$ cat config.mk
export PLATFORM = sky130hd
export DESIGN_NAME = cvxif_mac_responder
export DESIGN_NICKNAME = d
export VERILOG_FILES = /design/src/rtl/cvxif_mac_responder.sv
export SDC_FILE = /design/constraint.sdc
export NUM_CORES = 2
export LEC_CHECK = 0
export CAP_MARGIN = 20
export CORE_MARGIN = 5
export CORE_UTILIZATION = 39
export DETAILED_ROUTE_END_ITERATION = 8
export HOLD_SLACK_MARGIN = 0.02
export RECOVER_POWER = 25
export SLEW_MARGIN = 5
export SYNTH_ARGS = -nofsm -noshare
export SYNTH_HDL_FRONTEND = slang
export SYNTH_SLANG_ARGS = --single-unit
$ cat constraint.sdc
create_clock -name clk_i -period 13.2 [get_ports clk_i]
set_input_delay 3.96 -clock clk_i [delete_from_list [all_inputs] [get_ports clk_i]]
set_output_delay 3.96 -clock clk_i [all_outputs]
set_load 0.05 [all_outputs]
$ cat src/rtl/cvxif_mac_responder.sv
// CV-X-IF coprocessor responder: custom-3 ADD/MAC/CLR, in-order pending queue, Latency-stage
// result pipeline with backpressure. Define CVXIF_MAC_RESP_PERF_EN to add perf counter ports.
module cvxif_mac_responder #(
    parameter int unsigned XLEN    = 32,
    parameter int unsigned IdWidth = 4,
    parameter int unsigned Depth   = 4,
    parameter int unsigned Latency = 2
) (
    input  logic               clk_i,
    input  logic               rst_i,
    input  logic               issue_valid_i,
    output logic               issue_ready_o,
    input  logic [31:0]        issue_instr_i,
    input  logic [IdWidth-1:0] issue_id_i,
    input  logic [XLEN-1:0]    issue_rs1_i,
    input  logic [XLEN-1:0]    issue_rs2_i,
    output logic               issue_accept_o,
    output logic               issue_writeback_o,
    input  logic               commit_valid_i,
    input  logic [IdWidth-1:0] commit_id_i,
    input  logic               commit_kill_i,
    output logic               result_valid_o,
    input  logic               result_ready_i,
    output logic [IdWidth-1:0] result_id_o,
    output logic [4:0]         result_rd_o,
    output logic [XLEN-1:0]    result_data_o,
    output logic               result_we_o,
    output logic               err_o
`ifdef CVXIF_MAC_RESP_PERF_EN
    ,
    output logic [31:0]        perf_accepted_o,
    output logic [31:0]        perf_killed_o,
    output logic [31:0]        perf_stall_o
`endif
);
    localparam int unsigned PtrW = $clog2(Depth);
    localparam logic [1:0] OpAdd = 2'd0;
    localparam logic [1:0] OpMac = 2'd1;
    localparam logic [1:0] OpClr = 2'd2;

    // Entries in [rd_ptr, cmt_ptr) are committed but waiting on a stall; [cmt_ptr, wr_ptr) are not.
    logic [IdWidth-1:0] q_id_q   [Depth];
    logic [IdWidth-1:0] q_id_d   [Depth];
    logic [4:0]         q_rd_q   [Depth];
    logic [4:0]         q_rd_d   [Depth];
    logic [1:0]         q_op_q   [Depth];
    logic [1:0]         q_op_d   [Depth];
    logic [XLEN-1:0]    q_rs1_q  [Depth];
    logic [XLEN-1:0]    q_rs1_d  [Depth];
    logic [XLEN-1:0]    q_rs2_q  [Depth];
    logic [XLEN-1:0]    q_rs2_d  [Depth];
    logic               q_kill_q [Depth];
    logic               q_kill_d [Depth];
    logic [PtrW:0]      wr_ptr_q, wr_ptr_d, rd_ptr_q, rd_ptr_d, cmt_ptr_q, cmt_ptr_d;
    logic [XLEN-1:0]    acc_q, acc_d;
    logic               err_q, err_d;

    logic               p_valid_q [Latency];
    logic               p_valid_d [Latency];
    logic [IdWidth-1:0] p_id_q    [Latency];
    logic [IdWidth-1:0] p_id_d    [Latency];
    logic [4:0]         p_rd_q    [Latency];
    logic [4:0]         p_rd_d    [Latency];
    logic [XLEN-1:0]    p_data_q  [Latency];
    logic [XLEN-1:0]    p_data_d  [Latency];

    logic [PtrW-1:0] wr_idx, rd_idx, cmt_idx;
    logic            full, head_cmtd, cmt_hit, stall, pop, exec, legal, enq;
    logic [1:0]      dec_op, x_op;
    logic [XLEN-1:0] x_res;
    logic            unused_instr;

    assign wr_idx  = wr_ptr_q[PtrW-1:0];
    assign rd_idx  = rd_ptr_q[PtrW-1:0];
    assign cmt_idx = cmt_ptr_q[PtrW-1:0];
    assign full    = (wr_ptr_q[PtrW] != rd_ptr_q[PtrW]) && (wr_idx == rd_idx);
    assign stall   = result_valid_o && !result_ready_i;

    assign dec_op       = issue_instr_i[13:12];
    assign legal        = (issue_instr_i[6:0] == 7'h7B) && (issue_instr_i[31:25] == 7'd0) &&
                          (issue_instr_i[14:12] <= 3'd2);
    assign unused_instr = ^issue_instr_i[24:15];

    assign issue_ready_o     = !full;
    assign issue_accept_o    = issue_valid_i && legal;
    assign issue_writeback_o = issue_valid_i && legal && (dec_op != OpClr);
    assign enq               = issue_valid_i && issue_ready_o && legal;

    assign head_cmtd = (rd_ptr_q != cmt_ptr_q);
    assign cmt_hit   = commit_valid_i && (cmt_ptr_q != wr_ptr_q) && (commit_id_i == q_id_q[cmt_idx]);

    // A commit landing on an uncommitted head retires in the same cycle; otherwise it is marked.
    always_comb begin
        pop  = 1'b0;
        exec = 1'b0;
        if (head_cmtd) begin
            pop  = q_kill_q[rd_idx] || !stall;
            exec = !q_kill_q[rd_idx] && !stall;
        end else if (cmt_hit) begin
            pop  = commit_kill_i || !stall;
            exec = !commit_kill_i && !stall;
        end
    end

    always_comb begin
        x_op  = q_op_q[rd_idx];
        x_res = '0;
        acc_d = acc_q;
        if (exec) begin
            case (x_op)
                OpAdd: x_res = q_rs1_q[rd_idx] + q_rs2_q[rd_idx];
                OpMac: begin
                    x_res = acc_q + q_rs1_q[rd_idx] * q_rs2_q[rd_idx];
                    acc_d = x_res;
                end
                default: acc_d = '0;
            endcase
        end
    end

    always_comb begin
        q_id_d   = q_id_q;
        q_rd_d   = q_rd_q;
        q_op_d   = q_op_q;
        q_rs1_d  = q_rs1_q;
        q_rs2_d  = q_rs2_q;
        q_kill_d = q_kill_q;
        if (enq) begin
            q_id_d[wr_idx]   = issue_id_i;
            q_rd_d[wr_idx]   = issue_instr_i[11:7];
            q_op_d[wr_idx]   = dec_op;
            q_rs1_d[wr_idx]  = issue_rs1_i;
            q_rs2_d[wr_idx]  = issue_rs2_i;
            q_kill_d[wr_idx] = 1'b0;
        end
        if (cmt_hit) begin
            q_kill_d[cmt_idx] = commit_kill_i;
        end
        wr_ptr_d  = wr_ptr_q + (PtrW + 1)'(enq);
        rd_ptr_d  = rd_ptr_q + (PtrW + 1)'(pop);
        cmt_ptr_d = cmt_ptr_q + (PtrW + 1)'(cmt_hit);
        err_d     = err_q || (commit_valid_i && !cmt_hit);
    end

    always_comb begin
        p_valid_d = p_valid_q;
        p_id_d    = p_id_q;
        p_rd_d    = p_rd_q;
        p_data_d  = p_data_q;
        if (!stall) begin
            p_valid_d[0] = exec && (x_op != OpClr);
            if (exec) begin
                p_id_d[0]   = q_id_q[rd_idx];
                p_rd_d[0]   = q_rd_q[rd_idx];
                p_data_d[0] = x_res;
            end
            for (int unsigned i = 1; i < Latency; i++) begin
                p_valid_d[i] = p_valid_q[i-1];
                p_id_d[i]    = p_id_q[i-1];
                p_rd_d[i]    = p_rd_q[i-1];
                p_data_d[i]  = p_data_q[i-1];
            end
        end
    end

    always_ff @(posedge clk_i) begin
        if (rst_i) begin
            wr_ptr_q  <= '0;
            rd_ptr_q  <= '0;
            cmt_ptr_q <= '0;
            acc_q     <= '0;
            err_q     <= 1'b0;
            for (int unsigned i = 0; i < Depth; i++) begin
                q_id_q[i]   <= '0;
                q_rd_q[i]   <= '0;
                q_op_q[i]   <= '0;
                q_rs1_q[i]  <= '0;
                q_rs2_q[i]  <= '0;
                q_kill_q[i] <= 1'b0;
            end
            for (int unsigned i = 0; i < Latency; i++) begin
                p_valid_q[i] <= 1'b0;
                p_id_q[i]    <= '0;
                p_rd_q[i]    <= '0;
                p_data_q[i]  <= '0;
            end
        end else begin
            wr_ptr_q  <= wr_ptr_d;
            rd_ptr_q  <= rd_ptr_d;
            cmt_ptr_q <= cmt_ptr_d;
            acc_q     <= acc_d;
            err_q     <= err_d;
            q_id_q    <= q_id_d;
            q_rd_q    <= q_rd_d;
            q_op_q    <= q_op_d;
            q_rs1_q   <= q_rs1_d;
            q_rs2_q   <= q_rs2_d;
            q_kill_q  <= q_kill_d;
            p_valid_q <= p_valid_d;
            p_id_q    <= p_id_d;
            p_rd_q    <= p_rd_d;
            p_data_q  <= p_data_d;
        end
    end

    assign result_valid_o = p_valid_q[Latency-1];
    assign result_we_o    = p_valid_q[Latency-1];
    assign result_id_o    = p_id_q[Latency-1];
    assign result_rd_o    = p_rd_q[Latency-1];
    assign result_data_o  = p_data_q[Latency-1];
    assign err_o          = err_q;

`ifdef CVXIF_MAC_RESP_PERF_EN
    logic [31:0] perf_acc_q, perf_acc_d, perf_kill_q, perf_kill_d, perf_stall_q, perf_stall_d;

    always_comb begin
        perf_acc_d   = perf_acc_q + 32'(enq);
        perf_kill_d  = perf_kill_q + 32'(cmt_hit && commit_kill_i);
        perf_stall_d = perf_stall_q + 32'(stall);
    end

    always_ff @(posedge clk_i) begin
        if (rst_i) begin
            perf_acc_q   <= '0;
            perf_kill_q  <= '0;
            perf_stall_q <= '0;
        end else begin
            perf_acc_q   <= perf_acc_d;
            perf_kill_q  <= perf_kill_d;
            perf_stall_q <= perf_stall_d;
        end
    end

    assign perf_accepted_o = perf_acc_q;
    assign perf_killed_o   = perf_kill_q;
    assign perf_stall_o    = perf_stall_q;
`endif

endmodule

==> flow_metrics.py <==
metrics = {
    "layout": {
        "fin_nets": 4970,
        "drive_gt1_share_pct": 6.41,
        "stdcell_count": 5465,
        "final_area_um2": 39200,
        "area_delta_synth_final_pct": 9.87,
        "diodes": 0,
        "finish.utilization_pct": 43.4,
        "final.fill_count": 9178,
    },
    "detailed_routing": {
        "initialDrtViolationCount": 2058,
        "drc": 0,
        "wl_mm": 106,
        "num_vias": 28600,
        "viasPerCell": 5.24,
        "dr.pass1.iters": 5,
        "avgRoutedWirePerCell_um": 19.3,
        "ant_nets": 0,
    },
    "synthesis": {
        "synth_edf_count": 0,
        "syn_area_um2": 35600,
        "synth_top_area_share_pct": 24.7,
        "synthTopCellsByCount": "nand2_1 (1036), inv_1 (523), a21oi_1 (441)",
        "yosysMostFrequentCell": "nand2_1",
        "synth_nets": 4994,
        "ys_seq_elements": 430,
        "ys.flop_type": "dfxtp_1",
        "yosysWarnings": 0,
        "yosysUniqueCellTypes": 71,
        "synth.area.top_cells": "fa_1 (25%), dfxtp_1 (24%), nand2_1 (11%)",
        "seq_area_frac_synth_pct": 24.2,
        "syn_inst": 4284,
        "synth.largest_area_cell": "fa_1",
        "async_flop_share_pct": 0,
        "avgSynthCellArea_um2": 8.32,
    },
    "sta": {
        "report.final.setup_viol": 0,
        "worst_slew_pin_slew_ns": 5.50,
        "hold_ws_ns": 0.445,
        "timing.final.ws_setup_ns": 2.34,
        "slew_headroom_pct": -266,
        "skew_ns": 0.0418,
        "min_period_ns": 10.86,
        "fmax_ghz": 0.0921,
        "tns_ns": 0,
        "rsz0062_at_grt": "no",
        "hold_viol_final": 0,
        "slew_violations": 259,
        "fin_crit_sh_pct": 82.2,
    },
    "clock_network": {
        "cts_root_buf": "clkbuf_16",
        "clkLatencyLatePin_ns": 0.62,
        "cts.htree.levels": 2,
        "cts_resized": 0,
        "ctsHoldBuffers": 0,
        "postCtsSetupRepairBufs": 0,
        "clkTransAtPathRegs_ns": 0.06,
        "tritoncts": "built",
        "numCtsBuffers": 45,
        "clkSinkCount": 430,
        "clk_path_buf_depth": 3,
    },
    "pwr": {
        "p_total_mw": 2.62,
        "powerDensity_nw_per_um2": 66.8,
        "peakVddDrop_uv": 77.6,
        "p_leak_nw": 16.3,
    },
    "floorplan": {
        "dieWidth_um": 312,
        "die-height_um": 312,
        "placementRows": 110,
        "dieArea_um2": 97500,
        "floorplan.initialDensity_pct": 39.5,
        "core_um2": 90300,
        "io_pins": 157,
    },
    "setup_path": {
        "crit_path_start_kind": "primary input",
        "rr_startpoint": "rd_ptr_q[0]",
        "critical_path.max_fanout": 117,
        "rrSetupSlack_ns": 3.05,
        "cp.arrival_ns": 11.17,
        "crit_type": "primary input to flip-flop",
        "crit_required_ns": 13.51,
        "end_kind": "flip-flop",
        "r2r-end": "p_data_q[51]",
        "reg2regPathDepth": 28,
        "startpoint": "rst_i",
    },
    "run": {
        "cap_viol_max_count": 3,
    },
    "hold_path": {
        "hold_start": "result_id_o[0]",
        "whs_endpoint": "result_id_o[0]",
        "hp-class": "flip-flop to flip-flop",
        "hold_depth": 2,
    },
    "global_route": {
        "grt_pass1_vias": 28500,
        "antenna_found_initial": 2,
        "grt_pass1_wl_mm": 165,
        "overflow": 0,
        "track_usage_pct": 21.2,
        "grt_max_degree": 217,
    },
    "place": {
        "dp_slack_ns": 3.01,
        "dpl_cell_area_um2": 37800,
        "hpwlAfterDp_mm": 74.8,
        "gp_congestion": 0.937,
        "port_buffers": 146,
        "dp.cells": 5389,
    },
    "run_status": {
        "status": "finished with violations",
        "violations": "capacitance limit, slew limit",
    },
}
-- report_power, final --
part	internal [mW]	switching (mW)	total (mW)
logic	0.0294	0.0414	0.0709
registers	1.30	0.000112	1.30
clock network	0.705	0.544	1.25
total	2.03	0.585	2.62
-- routing by layer --
layer	vias up	GRT usage, %	wire (µm)
li1	13300	-	-
met1	14300	27.9	44300
met2	872	36.8	51900
met3	180	2.52	6110
met4	2	6.47	3370
met5	-	0	7
-- registers in the layout (all words and copies together) (netlist names), 4 cells and up --
name           cells
q_rs1_q          128
q_rs2_q          128
acc_q             32
p_data_q          32
result_data_o     32
q_rd_q            20
q_id_q            16
q_op_q             8
p_rd_q             5
result_rd_o        5
p_id_q             4
q_kill_q           4
result_id_o        4
-- layout make-up --
type                            count  area, µm²  area share (%)
Multi-Input combinational cell   3034      23700            60.6
Timing Repair Buffer              201       1870            4.78
Inverter                          548       2060            5.26
Clock inverter                     16        175           0.447
Tap cell                         1176       1470            3.76
Clock buffer                       60       1240            3.17
Sequential cell                   430       8610            22.0
-- placed cells by master, fill, tap and decap left out, types with 19 or more instances in the layout --
master and count:
xor2_1 36, dlygate4sd3_1 46, dfxtp_1 428, mux4_2 40
mux2_2 34, clkdlybuf4s50_1 99, clkbuf_16 45, a21oi_1 441
nor2_1 327, nor3_1 30, inv_2 20, a21o_1 23
o21ai_2 19, o21ai_0 34, fa_1 439, ha_1 161
nand2_1 1035, inv_1 523, and2_1 56, buf_4 52
xnor2_1 91, nand3_1 34, mux2i_1 41
-- kinds of logic (layout without fill, tap and decap cells) --
family	Yosys count	in the layout	synth area share (%)
AND/OR/NAND/NOR	1546	1546	17.4
flip-flops	430	430	24.2
AO/OA/AOI/OAI	638	638	10.4
buffers and inverters	820	825	9.52
multiplexers	122	122	5.03
adder cells (fa/ha/maj)	600	600	30.3
XOR/XNOR	128	128	3.18
-- critical path, stage by stage --
cell and delay [ns]:
clkbuf_1 3.79, clkbuf_1 3.19, nor2_1 0.12
-- worst max path at each step --
stage	to	slack, ns
after floorplan	issue_writeback_o	3.74
after detailed placement	issue_writeback_o	3.01
final	err_o	2.34
after CTS	issue_writeback_o	3.00
after global placement	issue_writeback_o	3.03
after global routing	cmt_ptr_q[2]	1.62
No activity file was read; power rests on OpenSTA's default activity.
